`src/rtl/hazard_ctrl_unit_pkg.sv`:
```
// Shared definitions for the hazard control unit: FSM encodings and the
// saturating-counter helper.
package hazard_ctrl_unit_pkg;

  typedef enum logic [1:0] {
    HZ_RUN     = 2'd0,
    HZ_IWAIT   = 2'd1,
    HZ_ISQUASH = 2'd2
  } hz_state_e;

  // True when a counter of the given width already holds all-ones.
  function automatic logic hz_at_max(input logic [63:0] value, input int unsigned width);
    logic [63:0] max_val;
    max_val = (64'd1 << width) - 64'd1;
    return (value >= max_val);
  endfunction

endpackage

```
`src/rtl/hazard_ctrl_unit_if.sv`:
```
// Bundle between the ID-stage decoder/pipeline registers and the hazard unit.
// Valid/ready is not used: every signal is a level that is meaningful every cycle.
interface hazard_ctrl_unit_if #(
  parameter int REG_ADDR_W = 2,
  parameter int CNT_W      = 16
);
  logic                  use_rs, use_rt, use_rs_at_id;
  logic [REG_ADDR_W-1:0] rs_id, rt_id;
  logic                  reg_write_ex, reg_write_mem, reg_write_wb;
  logic [REG_ADDR_W-1:0] write_reg_ex, write_reg_mem, write_reg_wb;
  logic                  d_mem_read_ex, d_mem_read_mem, d_mem_read_wb;
  logic                  jump_miss, branch_miss;
  logic                  i_mem_busy, d_mem_busy;
  logic                  count_clear;
  logic                  pc_write, ir_write, bubblify, flush_if, stall_pipe, incr_num_inst;
  logic [CNT_W-1:0]      stall_cycles, redirect_count;
  logic [1:0]            fsm_state;

  modport master (
    output use_rs, use_rt, use_rs_at_id, rs_id, rt_id,
           reg_write_ex, reg_write_mem, reg_write_wb,
           write_reg_ex, write_reg_mem, write_reg_wb,
           d_mem_read_ex, d_mem_read_mem, d_mem_read_wb,
           jump_miss, branch_miss, i_mem_busy, d_mem_busy, count_clear,
    input  pc_write, ir_write, bubblify, flush_if, stall_pipe, incr_num_inst,
           stall_cycles, redirect_count, fsm_state
  );

  modport slave (
    input  use_rs, use_rt, use_rs_at_id, rs_id, rt_id,
           reg_write_ex, reg_write_mem, reg_write_wb,
           write_reg_ex, write_reg_mem, write_reg_wb,
           d_mem_read_ex, d_mem_read_mem, d_mem_read_wb,
           jump_miss, branch_miss, i_mem_busy, d_mem_busy, count_clear,
    output pc_write, ir_write, bubblify, flush_if, stall_pipe, incr_num_inst,
           stall_cycles, redirect_count, fsm_state
  );
endinterface

```
`src/rtl/hazard_ctrl_unit_sat_counter.sv`:
```
// Saturating event counter; clear wins over increment.
module hazard_sat_counter #(
  parameter int CNT_W = 16
) (
  input  logic             clk,
  input  logic             reset,
  input  logic             inc,
  input  logic             clr,
  output logic [CNT_W-1:0] count
);
  import hazard_ctrl_unit_pkg::*;

  logic [CNT_W-1:0] count_d, count_q;

  always_comb begin
    count_d = count_q;
    if (clr) begin
      count_d = '0;
    end else if (inc && !hz_at_max(64'(count_q), CNT_W)) begin
      count_d = count_q + CNT_W'(1);
    end
  end

  always_ff @(posedge clk) begin
    if (reset) count_q <= '0;
    else       count_q <= count_d;
  end

  assign count = count_q;
endmodule

```
`src/rtl/hazard_ctrl_unit.sv`:
```
// ISA-independent pipeline hazard unit: data-stall detection, memory freeze,
// redirect handling with wrong-path fetch squashing, and performance counters.
module hazard_ctrl_unit #(
  parameter int REG_ADDR_W         = 2,
  parameter int DATA_FORWARDING    = 1,
  parameter int RF_SELF_FORWARDING = 1,
  parameter int CNT_W              = 16
) (
  input logic               clk,
  input logic               reset,
  hazard_ctrl_unit_if.slave hz
);
  import hazard_ctrl_unit_pkg::*;

  hz_state_e             state_d, state_q;
  logic [REG_ADDR_W-1:0] rs, rt;
  logic rs_ex, rt_ex, rs_mem, rt_mem, rs_wb, rt_wb;
  logic load_use, jump_dep, raw_fwd, raw_wb, ds;
  logic redirect, redirect_acc;
  logic pc_write, ir_write, bubblify, flush_if, stall_pipe;

  assign rs = hz.rs_id;
  assign rt = hz.rt_id;

  always_comb begin
    rs_ex  = hz.use_rs && (rs == hz.write_reg_ex);
    rt_ex  = hz.use_rt && (rt == hz.write_reg_ex);
    rs_mem = hz.use_rs && (rs == hz.write_reg_mem);
    rt_mem = hz.use_rt && (rt == hz.write_reg_mem);
    rs_wb  = hz.use_rs && (rs == hz.write_reg_wb);
    rt_wb  = hz.use_rt && (rt == hz.write_reg_wb);
    load_use = (rs_ex || rt_ex) && hz.d_mem_read_ex;
    // Register jumps read rs in ID, before any forwarding path can reach it.
    jump_dep = hz.use_rs_at_id &&
               ((hz.reg_write_ex && (rs == hz.write_reg_ex)) ||
                (hz.reg_write_mem && (rs == hz.write_reg_mem)));
    raw_fwd  = ((rs_ex || rt_ex) && hz.reg_write_ex) ||
               ((rs_mem || rt_mem) && (hz.reg_write_mem || hz.d_mem_read_mem));
    raw_wb   = (rs_wb || rt_wb) && (hz.reg_write_wb || hz.d_mem_read_wb);
    ds = load_use || jump_dep ||
         ((DATA_FORWARDING == 0) && raw_fwd) ||
         ((RF_SELF_FORWARDING == 0) && raw_wb);
  end

  assign redirect = hz.jump_miss || hz.branch_miss;

  always_comb begin
    state_d      = state_q;
    pc_write     = 1'b1;
    ir_write     = 1'b1;
    bubblify     = 1'b0;
    flush_if     = 1'b0;
    stall_pipe   = 1'b0;
    redirect_acc = 1'b0;
    if (reset) begin
      pc_write = 1'b0;
      ir_write = 1'b0;
      bubblify = 1'b1;
      flush_if = 1'b1;
      state_d  = HZ_RUN;
    end else if (hz.d_mem_busy) begin
      stall_pipe = 1'b1;
      pc_write   = 1'b0;
      ir_write   = 1'b0;
    end else if (ds) begin
      pc_write = 1'b0;
      ir_write = 1'b0;
      bubblify = 1'b1;
    end else if (redirect) begin
      flush_if     = 1'b1;
      bubblify     = hz.branch_miss;
      redirect_acc = 1'b1;
      state_d      = hz.i_mem_busy ? HZ_ISQUASH : HZ_RUN;
    end else if (hz.i_mem_busy) begin
      pc_write = 1'b0;
      flush_if = 1'b1;
      state_d  = (state_q == HZ_ISQUASH) ? HZ_ISQUASH : HZ_IWAIT;
    end else begin
      // The word arriving after a squashed fetch belongs to the wrong path.
      flush_if = (state_q == HZ_ISQUASH);
      state_d  = HZ_RUN;
    end
  end

  always_ff @(posedge clk) begin
    if (reset) state_q <= HZ_RUN;
    else       state_q <= state_d;
  end

  assign hz.pc_write      = pc_write;
  assign hz.ir_write      = ir_write;
  assign hz.bubblify      = bubblify;
  assign hz.flush_if      = flush_if;
  assign hz.stall_pipe    = stall_pipe;
  assign hz.incr_num_inst = !(bubblify || flush_if || stall_pipe);
  assign hz.fsm_state     = state_q;

  hazard_sat_counter #(.CNT_W(CNT_W)) u_stall_cnt (
    .clk   (clk),
    .reset (reset),
    .inc   (!reset && !pc_write),
    .clr   (hz.count_clear),
    .count (hz.stall_cycles)
  );

  hazard_sat_counter #(.CNT_W(CNT_W)) u_redirect_cnt (
    .clk   (clk),
    .reset (reset),
    .inc   (redirect_acc),
    .clr   (hz.count_clear),
    .count (hz.redirect_count)
  );
endmodule

```
`src/flat_wrapper.sv`:
```
// flat-port wrapper written by rule: the top's interface ports become plain ports
module hazard_ctrl_unit_flat import hazard_ctrl_unit_pkg::*;
#(
  parameter int REG_ADDR_W         = 2,
  parameter int DATA_FORWARDING    = 1,
  parameter int RF_SELF_FORWARDING = 1,
  parameter int CNT_W              = 16
)
  (clk, reset, hz_use_rs, hz_use_rt, hz_use_rs_at_id, hz_rs_id, hz_rt_id, hz_reg_write_ex, hz_reg_write_mem, hz_reg_write_wb, hz_write_reg_ex, hz_write_reg_mem, hz_write_reg_wb, hz_d_mem_read_ex, hz_d_mem_read_mem, hz_d_mem_read_wb, hz_jump_miss, hz_branch_miss, hz_i_mem_busy, hz_d_mem_busy, hz_count_clear, hz_pc_write, hz_ir_write, hz_bubblify, hz_flush_if, hz_stall_pipe, hz_incr_num_inst, hz_stall_cycles, hz_redirect_count, hz_fsm_state);
  hazard_ctrl_unit_if #(.REG_ADDR_W(REG_ADDR_W), .CNT_W(CNT_W)) hz_i ();
  input logic clk;
  input logic reset;
  input wire logic [$bits(hz_i.use_rs)-1:0] hz_use_rs;
  input wire logic [$bits(hz_i.use_rt)-1:0] hz_use_rt;
  input wire logic [$bits(hz_i.use_rs_at_id)-1:0] hz_use_rs_at_id;
  input wire logic [$bits(hz_i.rs_id)-1:0] hz_rs_id;
  input wire logic [$bits(hz_i.rt_id)-1:0] hz_rt_id;
  input wire logic [$bits(hz_i.reg_write_ex)-1:0] hz_reg_write_ex;
  input wire logic [$bits(hz_i.reg_write_mem)-1:0] hz_reg_write_mem;
  input wire logic [$bits(hz_i.reg_write_wb)-1:0] hz_reg_write_wb;
  input wire logic [$bits(hz_i.write_reg_ex)-1:0] hz_write_reg_ex;
  input wire logic [$bits(hz_i.write_reg_mem)-1:0] hz_write_reg_mem;
  input wire logic [$bits(hz_i.write_reg_wb)-1:0] hz_write_reg_wb;
  input wire logic [$bits(hz_i.d_mem_read_ex)-1:0] hz_d_mem_read_ex;
  input wire logic [$bits(hz_i.d_mem_read_mem)-1:0] hz_d_mem_read_mem;
  input wire logic [$bits(hz_i.d_mem_read_wb)-1:0] hz_d_mem_read_wb;
  input wire logic [$bits(hz_i.jump_miss)-1:0] hz_jump_miss;
  input wire logic [$bits(hz_i.branch_miss)-1:0] hz_branch_miss;
  input wire logic [$bits(hz_i.i_mem_busy)-1:0] hz_i_mem_busy;
  input wire logic [$bits(hz_i.d_mem_busy)-1:0] hz_d_mem_busy;
  input wire logic [$bits(hz_i.count_clear)-1:0] hz_count_clear;
  output wire logic [$bits(hz_i.pc_write)-1:0] hz_pc_write;
  output wire logic [$bits(hz_i.ir_write)-1:0] hz_ir_write;
  output wire logic [$bits(hz_i.bubblify)-1:0] hz_bubblify;
  output wire logic [$bits(hz_i.flush_if)-1:0] hz_flush_if;
  output wire logic [$bits(hz_i.stall_pipe)-1:0] hz_stall_pipe;
  output wire logic [$bits(hz_i.incr_num_inst)-1:0] hz_incr_num_inst;
  output wire logic [$bits(hz_i.stall_cycles)-1:0] hz_stall_cycles;
  output wire logic [$bits(hz_i.redirect_count)-1:0] hz_redirect_count;
  output wire logic [$bits(hz_i.fsm_state)-1:0] hz_fsm_state;
  assign hz_i.use_rs = hz_use_rs;
  assign hz_i.use_rt = hz_use_rt;
  assign hz_i.use_rs_at_id = hz_use_rs_at_id;
  assign hz_i.rs_id = hz_rs_id;
  assign hz_i.rt_id = hz_rt_id;
  assign hz_i.reg_write_ex = hz_reg_write_ex;
  assign hz_i.reg_write_mem = hz_reg_write_mem;
  assign hz_i.reg_write_wb = hz_reg_write_wb;
  assign hz_i.write_reg_ex = hz_write_reg_ex;
  assign hz_i.write_reg_mem = hz_write_reg_mem;
  assign hz_i.write_reg_wb = hz_write_reg_wb;
  assign hz_i.d_mem_read_ex = hz_d_mem_read_ex;
  assign hz_i.d_mem_read_mem = hz_d_mem_read_mem;
  assign hz_i.d_mem_read_wb = hz_d_mem_read_wb;
  assign hz_i.jump_miss = hz_jump_miss;
  assign hz_i.branch_miss = hz_branch_miss;
  assign hz_i.i_mem_busy = hz_i_mem_busy;
  assign hz_i.d_mem_busy = hz_d_mem_busy;
  assign hz_i.count_clear = hz_count_clear;
  assign hz_pc_write = hz_i.pc_write;
  assign hz_ir_write = hz_i.ir_write;
  assign hz_bubblify = hz_i.bubblify;
  assign hz_flush_if = hz_i.flush_if;
  assign hz_stall_pipe = hz_i.stall_pipe;
  assign hz_incr_num_inst = hz_i.incr_num_inst;
  assign hz_stall_cycles = hz_i.stall_cycles;
  assign hz_redirect_count = hz_i.redirect_count;
  assign hz_fsm_state = hz_i.fsm_state;
  hazard_ctrl_unit #(.REG_ADDR_W(REG_ADDR_W), .DATA_FORWARDING(DATA_FORWARDING), .RF_SELF_FORWARDING(RF_SELF_FORWARDING), .CNT_W(CNT_W)) u_core (.clk(clk), .reset(reset), .hz(hz_i));
endmodule
```
`config.mk`:
```
export PLATFORM = sky130hd
export DESIGN_NAME = hazard_ctrl_unit_flat
export DESIGN_NICKNAME = d
export VERILOG_FILES = /design/src/rtl/hazard_ctrl_unit_pkg.sv /design/src/rtl/hazard_ctrl_unit_if.sv /design/src/rtl/hazard_ctrl_unit_sat_counter.sv /design/src/rtl/hazard_ctrl_unit.sv /design/src/flat_wrapper.sv
export SDC_FILE = /design/constraint.sdc
export NUM_CORES = 1
export LEC_CHECK = 0
export ABC_CLOCK_PERIOD_IN_PS = 2600
export CORE_MARGIN = 1.5
export CORE_UTILIZATION = 35
export DETAILED_ROUTE_END_ITERATION = 8
export GPL_TIMING_DRIVEN = 1
export HOLD_SLACK_MARGIN = 0.02
export SYNTH_ARGS = -nofsm -noshare
export SYNTH_HDL_FRONTEND = slang
export SYNTH_SLANG_ARGS = --single-unit
```
`constraint.sdc`:
```
create_clock -name clk -period 2.6 [get_ports clk]
set_input_delay 0.52 -clock clk [delete_from_list [all_inputs] [get_ports clk]]
set_output_delay 0.52 -clock clk [all_outputs]
set_load 0.02 [all_outputs]
```
=== After elaboration in Yosys (flattened, before gate mapping) ===
Index checks and enable logic that the tools add are counted.

* Register bits: 34
* Output and inout bits: 40

* $add $sub $neg: 2
* $lt $le $gt $ge: 2
* Equality and inequality tests: 4
* Multiplexer cells: 27
* Bitwise gates (word level): 2
* Reduce and logical (&&, ||, !) cells: 22

{| class="wikitable"
|+ Operators by type and width
! cell !! number
|-
| $add A16 B1 Y16 const B || 2
|-
| $ge A16 B16 Y1 const B || 2
|-
| $mux W1 || 23
|-
| $logic_and A1 B1 Y1 || 9
|-
| $mux W2 || 4
|-
| $eq A2 B2 Y1 || 3
|-
| $logic_or A1 B1 Y1 || 6
|-
| $logic_not A1 Y1 || 5
|-
| $eq A2 B2 Y1 const B || 1
|-
| $not A1 Y1 || 2
|-
| $reduce_and A2 Y1 || 1
|-
| $reduce_or A2 Y1 || 1
|}

=== Longest topological paths before layout ===
Gate-level depths: netlist (run 1).

* Depth in word-level cells: 11
* Depth in mapped cells: 8
* Depth with buffers taken out: 6

=== Hierarchy ===
A second synthesis (run 1) with hierarchy kept.

* Cells, all modules: 231
* Area, all modules: 1,959.4 um^2

{| class="wikitable"
|+ Modules (own cells, without submodules)
! module !! instances !! cells each !! area each (um^2) !! sequential area each (um^2)
|-
| hazard_sat_counter || 2 || 97 || 817.0 || 320.3
|-
| hazard_ctrl_unit || 1 || 37 || 325.3 || 40.0
|}

=== Least setup slack after synthesis (run 1) ===
OpenSTA, ideal clock, no wires.

* Path kind: in2out
* Start: input hz_d_mem_read_ex
* End: output hz_incr_num_inst
* Data arrival time: 1,810 ps
* Path slack: 270 ps
* Cell stages on the path: 5
* Buffers on the path: 0
* Path through: a22o_2 -> a31oi_4 -> nand3_1 -> nor2_1 -> and2_1

* Cells in the longest elaborated chain, start to end: 8
* Elaborated cells between the ends (all ways): 11

{| class="wikitable"
|+ Ends and longest elaborated chain
! element !! RTL line !! RTL
|-
| start, declared || flat_wrapper.sv:24 || <nowiki>input wire logic [$bits(hz_i.d_mem_read_ex)-1:0] hz_d_mem_read_ex;</nowiki>
|-
| $logic_and A1 B1 Y1 (*) || hazard_ctrl_unit.sv:32 || <nowiki>load_use = (rs_ex || rt_ex) && hz.d_mem_read_ex;</nowiki>
|-
| $logic_or A1 B1 Y1 (*) || hazard_ctrl_unit.sv:40 || <nowiki>ds = load_use || jump_dep ||</nowiki>
|-
| $mux W1 || hazard_ctrl_unit.sv:65 || <nowiki>end else if (ds) begin</nowiki>
|-
| $mux W1 || hazard_ctrl_unit.sv:61 || <nowiki>end else if (hz.d_mem_busy) begin</nowiki>
|-
| $mux W1 || hazard_ctrl_unit.sv:55 || <nowiki>if (reset) begin</nowiki>
|-
| $logic_or A1 B1 Y1 (*) (2 in a row) || hazard_ctrl_unit.sv:95 || <nowiki>assign hz.incr_num_inst = !(bubblify || flush_if || stall_pipe);</nowiki>
|-
| $logic_not A1 Y1 (*) || hazard_ctrl_unit.sv:95 ||
|-
| end, declared || flat_wrapper.sv:37 || <nowiki>output wire logic [$bits(hz_i.incr_num_inst)-1:0] hz_incr_num_inst;</nowiki>
|}

Every way passes the cells marked *; elsewhere a longest branch is shown, timed or not.

=== Worst setup path in the final report (run 1) ===
* Start: input hz_use_rs
* End: output hz_ir_write

* Cells in the longest elaborated chain, start to end: 7

{| class="wikitable"
|+ Ends and longest elaborated chain
! element !! RTL line !! RTL
|-
| start, declared || flat_wrapper.sv:13 || <nowiki>input wire logic [$bits(hz_i.use_rs)-1:0] hz_use_rs;</nowiki>
|-
| $logic_and A1 B1 Y1 || hazard_ctrl_unit.sv:26 || <nowiki>rs_ex = hz.use_rs && (rs == hz.write_reg_ex);</nowiki>
|-
| $logic_or A1 B1 Y1 || hazard_ctrl_unit.sv:32 ||
|-
| $logic_and A1 B1 Y1 || hazard_ctrl_unit.sv:32 ||
|-
| $logic_or A1 B1 Y1 || hazard_ctrl_unit.sv:40 ||
|-
| $mux W1 || hazard_ctrl_unit.sv:65 ||
|-
| $mux W1 || hazard_ctrl_unit.sv:61 ||
|-
| $mux W1 || hazard_ctrl_unit.sv:55 ||
|-
| end, declared || flat_wrapper.sv:33 || <nowiki>output wire logic [$bits(hz_i.ir_write)-1:0] hz_ir_write;</nowiki>
|}

Every way passes these cells.

==> flow_summary.json, run 1 <==
{
  "maxCapViolCount": 0,
  "syn_area_per_cell_um2": 8.21,
  "initial_core_util_pct": 36.4,
  "dieArea_um2": 6190,
  "top_layer": "met4",
  "cts.sinks": 34,
  "first_pass_iters": 4,
  "fin_skew_ps": 4.30,
  "antenna_found_initial": 0,
  "critPathMaxFanout": 4,
  "clockRootBuffer": "clkbuf_8",
  "timing.fmax_mhz": 398,
  "sw_frac_of_total_pct": 24.7,
  "port_buffers": 60,
  "synth_edf_count": 0,
  "syn_nets": 272,
  "clkPwrFrac_pct": 39.2,
  "numCtsBuffers": 5,
  "max_slew.worst_pin.slew_ps": 667,
  "power.density_nw_per_um2": 406,
  "setup_violations": 0,
  "fp-row-count": 27,
  "drt_iter0_markers": 109,
  "synth_compound_area_share_pct": 24.1,
  "synth_fa_ha_area_share_pct": 1.25,
  "synth.area.mux_share_pct": 0.562,
  "cts_tree": "yes",
  "num_vias": 2187,
  "ys_warn_count": 0,
  "yosys.area.top_type": "dfxtp_1",
  "synth_simple_gate_area_share_pct": 32.8,
  "ant_nets": 0,
  "fin_nets": 349,
  "clock_latency_ps": 280,
  "grt_pass1_wl_um": 8840,
  "h-tree-depth": 2,
  "fin_crit_sh_pct": 96.5,
  "drc": 0,
  "end_kind": "output port",
  "die_h_um": 78.7,
  "wl_per_cell_um": 13.1,
  "ys.flop_type": "dfxtp_1",
  "path_class": "input pin to output port",
  "p_seq_share_pct": 44.6,
  "dr_wl_met2_um": 2340,
  "coreArea_um2": 5510,
  "leakagePower_nw": 1.03,
  "arrival_ps": 1990,
  "hold_buffers": 0,
  "reg2reg_slack_ps": 640,
  "chipWidth_um": 78.7,
  "slew_headroom_pct": 55.4,
  "finalHoldWorstSlack_ps": 501,
  "synth_xor_area_share_pct": 3.37,
  "syn_to_final_growth_pct": 45.8,
  "hold_violations": 0,
  "yosysUniqueCellTypes": 45,
  "critPathMaxStageDelay_ps": 420,
  "power_w": 0.00119,
  "num-fill-cells": 526,
  "cp-start-kind": "input pin",
  "placedInstanceArea_um2": 2800,
  "synth_top_area_share_pct": 34.0,
  "grt_pass1_vias": 1981,
  "p_sw_w": 0.000293,
  "cts_buffer_depth": 2,
  "ys_seq_area_share_pct": 34.0,
  "grt_max_degree": 23,
  "syn_inst": 244,
  "vias_per_cell": 5.55,
  "hold_path.class": "flop to flop",
  "slew_viol_final": 0,
  "ys_ff_latch": 34,
  "track_usage_pct": 17.6,
  "status": "finished, final reports clean",
  "overflow": 0,
  "layout_min_cycle_time_ps": 2510,
  "async_flop_share_pct": 0,
  "combPwrFrac_pct": 16.2,
  "netlist_top_cells_area": "dfxtp_1 34%, a21oi_1 6.2%, or4_1 5.2%, o31ai_1 4.1%, nand2_1 3.7%",
  "syn_area_um2": 2000,
  "synth_top_family_by_area": "simple AND/OR/NAND/NOR gates",
  "met3_length_um": 313,
  "antenna_cells": 0,
  "clk_pin_slew_ps": 70,
  "place_hpwl_um": 3900,
  "routabilityCongestion": 0.773,
  "slowest_stage": "clkdlybuf4s50_1",
  "cell_internal_pwr_w": 0.000893,
  "top_level_ports": 66,
  "wl_um": 5160,
  "met1_length_um": 2430,
  "crit_required_ps": 2080,
  "grt_setup_unrepaired": "false",
  "crit_chain": "clkdlybuf4s50_1 > a22o_4 > a31oi_4 > nand3_2 > nor2_1 > dlygate4sd2_1",
  "ir_drop_v": 0.000192,
  "drive_gt1_share_pct": 14.3,
  "finalInstanceArea_um2": 2920
}
==> Yosys cell counts (2+ instances only) <==
cell,instances
xnor2_1,4
dfxtp_1,34
inv_1,5
buf_6,3
a21oi_1,25
nand4_2,3
and2_1,5
nand3_1,12
and3_1,6
or4_1,14
and4_1,4
o41ai_1,2
o31ai_1,11
or3_1,12
or2_2,3
xnor2_2,2
nand4_1,10
nand2_1,20
a41o_1,2
clkbuf_1,6
nor3_1,4
ha_1,2
a31oi_1,5
o2111ai_1,2
o21ai_0,12
o211ai_1,4
nor2_1,14
==> sequential cells by signal (all words and copies together) (netlist names) <==
name / flops
u_core.u_stall_cnt.count: 16
u_core.u_redirect_cnt.count: 16
u_core.hz.fsm_state: 2
==> final timing paths <==
kind / to / startpoint / cells past startpoint
min reg2reg: u_core.u_stall_cnt.count[15] / u_core.u_stall_cnt.count[15] / 2
max reg2reg: u_core.u_stall_cnt.count[3] / u_core.u_stall_cnt.count[2] / 5
min: u_core.u_stall_cnt.count[15] / u_core.u_stall_cnt.count[15] / 2
max: hz_ir_write / hz_use_rs / 6
==> routing by layer <==
| layer | global-route usage, % | vias up |
|---|---|---|
| li1 | - | 1107 |
| met2 | 28.4 | 68 |
| met1 | 22.7 | 1005 |
| met3 | 4.30 | 7 |
| met4 | 5.89 | 0 |
| met5 | 0 | - |
==> area by class of cell <==
class / count / area (µm²) / area share [%]
Timing Repair Buffer: 80 / 767 / 26.2
Multi-Input combinational cell: 195 / 1260 / 43.0
Clock buffer: 8 / 110 / 3.77
Inverter: 5 / 18.8 / 0.642
Sequential cell: 34 / 681 / 23.3
Tap cell: 72 / 90.1 / 3.08
==> power by group through the flow <==
stage | Combinational, W | Sequential, W | Clock, W
6_report | 0.000192 | 0.000529 | 0.000465
5_1_grt | 0.000210 | 0.000530 | 0.000502
4_1_cts | 0.000192 | 0.000529 | 0.000479
3_5_place_dp | 0.000194 | 0.000542 | 0
3_3_place_gp | 0.000193 | 0.000542 | 0
2_1_floorplan | 0.0000896 | 0.000547 | 0
==> worst max-delay path, delay by kind of cell <==
kind	cells	cell delay (ps)
compound gates	2	460
buf+inv	2	770
simple gates	2	250
==> per-stage QoR <==
step           instances  util [%]  setup TNS, ps  worst slack [ps]
6_report             394      53.1              0              89.9
5_1_grt              394      53.1              0              4.38
4_1_cts              394      52.7              0              3.88
3_5_place_dp         386      50.8          -1720              -393
3_3_place_gp         386      50.8          -1680              -378
2_1_floorplan        244         -              0               270
==> cell usage in the layout (no fill, tap or decap), drive strengths merged, types with 2 or more instances in the layout <==
cell            n
clkdlybuf4s50  50
dfxtp          34
a21oi          25
buf            23
nand2          20
or4            15
nor2           14
nand4          13
or3            12
o21ai          12
nand3          12
o31ai          11
clkbuf          8
and3            6
a31oi           6
and2            6
xnor2           6
inv             5
dlymetal6s2s    5
nor3            4
and4            4
o211ai          4
or2             3
o2111ai         2
o41ai           2
a41o            2
ha              2
==> cell families after synthesis <==
family / count (synthesis)
multiplexers: 1
adder cells (fa/ha/maj): 2
AO/OA/AOI/OAI: 73
AND/OR/NAND/NOR: 113
flip-flops: 34
buffers and inverters: 15
XOR/XNOR: 6
==> repair_timing <==
item	CTS	global route
gates resized for setup	17	10
hold endpoints to repair	0	0
pin swaps	0	2
setup endpoints to repair	5	4
setup buffers	0	0
Note: power is estimated with default switching activity, not from simulation.
==> run 2: changes to the inputs <==
- SLEW_MARGIN: default -> 10
==> results of run 2 <==
Final layout, timing and power as in run 1 (identical DEF).
==> run 3: changes to the inputs <==
- CELL_PAD_IN_SITES_DETAIL_PLACEMENT: default -> 1
- CELL_PAD_IN_SITES_GLOBAL_PLACEMENT: default -> 2
- CORE_UTILIZATION: 35 -> 28
- CTS_CLUSTER_DIAMETER: default -> 200
- PLACE_DENSITY_LB_ADDON: default -> 0.1
- SLEW_MARGIN: 10 -> 20
==> run 3 against run 2 <==
Sequential cell count did not move. Non-clock buffer count rose by 5. Die area rose by 24%. Global-route usage fell by 1.4 points. Sequential share of layout area fell by 0.41 points. Combinational power rose by 5%. Design area rose by 1.8%. Wire length rose by 18%. Register-to-register slack barely moved. Clock skew rose by 3.6 ps. Critical path depth rose by 1. Critical endpoint is now hz_bubblify. Largest cell class unchanged.
==> flow_summary.json, run 3 (synthesis gave the netlist of run 1 again) <==
{
  "clk_pin_slew_ps": 80,
  "holdPathStages": 2,
  "hold_path.class": "flop to flop",
  "drive_gt1_share_pct": 15.6,
  "overflow": 0,
  "grt_max_degree": 26,
  "chipWidth_um": 87.6,
  "layout_min_cycle_time_ps": 2530,
  "cp-start-kind": "input pin",
  "min_from": "u_core.u_stall_cnt.count[15]",
  "status": "finished, final reports clean",
  "path_class": "input pin to output port",
  "placedInstanceArea_um2": 2880,
  "maxCapViolCount": 0,
  "drc": 0,
  "fp-row-count": 30,
  "worst_slack_ps": 70.3,
  "hold-path-endpoint": "u_core.u_stall_cnt.count[15]",
  "cts_tree": "yes",
  "antenna_found_initial": 0,
  "setup_violations": 0,
  "grt_setup_unrepaired": "false",
  "dieArea_um2": 7680,
  "grt_pass1_vias": 2149,
  "power_w": 0.00116,
  "timing.fmax_mhz": 395,
  "clock_latency_ps": 290,
  "numCtsBuffers": 5,
  "h-tree-depth": 2,
  "coreArea_um2": 6870,
  "dr_wl_met2_um": 2700,
  "fin_crit_sh_pct": 97.3,
  "hold_buffers": 0,
  "grt_pass1_wl_um": 10000,
  "clockRootBuffer": "clkbuf_8",
  "wl_per_cell_um": 14.4,
  "cts_buffer_depth": 2,
  "routabilityCongestion": 0.777,
  "antenna_cells": 0,
  "ant_nets": 0,
  "layout_common_cells": "51 x clkdlybuf4s50_1, 34 x dfxtp_1, 25 x a21oi_1",
  "finalCoreUtilization_pct": 43.3,
  "slew_headroom_pct": 63.6,
  "first_pass_iters": 4,
  "fin_tns_setup_ps": 0,
  "crit_required_ps": 2080,
  "place_hpwl_um": 4630,
  "met3_length_um": 252,
  "finalInstanceArea_um2": 2980,
  "ir_drop_v": 0.000221,
  "critPathMaxFanout": 2,
  "fin_skew_ps": 7.91,
  "final_common_cell": "clkdlybuf4s50_1",
  "power.density_nw_per_um2": 389,
  "max_slew.worst_pin.slew_ps": 544,
  "leakagePower_nw": 1.03,
  "slew_viol_final": 0,
  "fin_nets": 354,
  "hold_violations": 0,
  "num_vias": 2266,
  "r2r_end": "u_core.u_stall_cnt.count[9]",
  "top_layer": "met4",
  "r2r_start": "u_core.u_stall_cnt.count[2]",
  "port_buffers": 60,
  "wl_um": 6080,
  "vias_per_cell": 5.36,
  "syn_to_final_growth_pct": 48.4,
  "reg2reg_depth": 5,
  "cts.sinks": 34,
  "end_kind": "output port",
  "arrival_ps": 2010,
  "met1_length_um": 3080,
  "pre_cts_ws_ps": -417,
  "track_usage_pct": 16.2,
  "die_h_um": 87.6,
  "reg2reg_slack_ps": 630,
  "top_level_ports": 66,
  "drt_iter0_markers": 72,
  "initial_core_util_pct": 29.2
}
[run 3: report_power, final]
| group | total [W] | switching (W) | internal [W] | leakage, nW |
|---|---|---|---|---|
| clock | 0.000427 | 0.000214 | 0.000213 | 0.0472 |
| combinational | 0.000202 | 0.0000972 | 0.000104 | 0.713 |
| sequential | 0.000530 | 0.00000495 | 0.000525 | 0.274 |
[run 3: how the worst max path moves through the flow]
stage | slack (ps) | cells after the start | startpoint | end
floorplan | 270 | 5 | hz_d_mem_read_ex | hz_incr_num_inst
global placement | -370 | 7 | hz_d_mem_read_ex | hz_incr_num_inst
detailed placement | -420 | 6 | hz_d_mem_read_ex | hz_pc_write
CTS | 9 | 6 | hz_d_mem_read_ex | hz_flush_if
global route | 3 | 7 | hz_write_reg_ex[0] | hz_bubblify
finish | 70 | 7 | hz_write_reg_ex[0] | hz_bubblify
[run 3: cell type report]
class	count	area (µm²)
Fill cell	826	3890
Clock inverter	2	12.5
Timing Repair Buffer	85	805
Inverter	5	18.8
Sequential cell	34	681
Clock buffer	6	82.6
Multi-Input combinational cell	195	1260
Tap cell	96	120
[run 3: per-stage QoR]
| step | hold WS (ps) | std cells |
|---|---|---|
| floorplan | 551 | 244 |
| global placement | 485 | 415 |
| detailed placement | 485 | 415 |
| CTS | 497 | 423 |
| global route | 531 | 423 |
| finish | 491 | 423 |
[run 3: worst max-delay path, stage by stage]
cell,delay [ps]
clkdlybuf4s50_1,470
xnor2_2,190
buf_4,150
a31oi_1,150
a31oi_1,90
or2_2,280
buf_4,160
[run 3: timing repair]
item,in CTS,in global routing
buffers inserted,0,0
pin swaps,1,2
gates resized for setup,16,8
endpoints found under the setup margin,5,3
[run 3: metal layers]
metal	up-vias	global-route usage, %
li1	1119	-
met1	1092	21.7
met2	50	26.2
met3	5	3.77
met4	0	4.04
met5	-	0
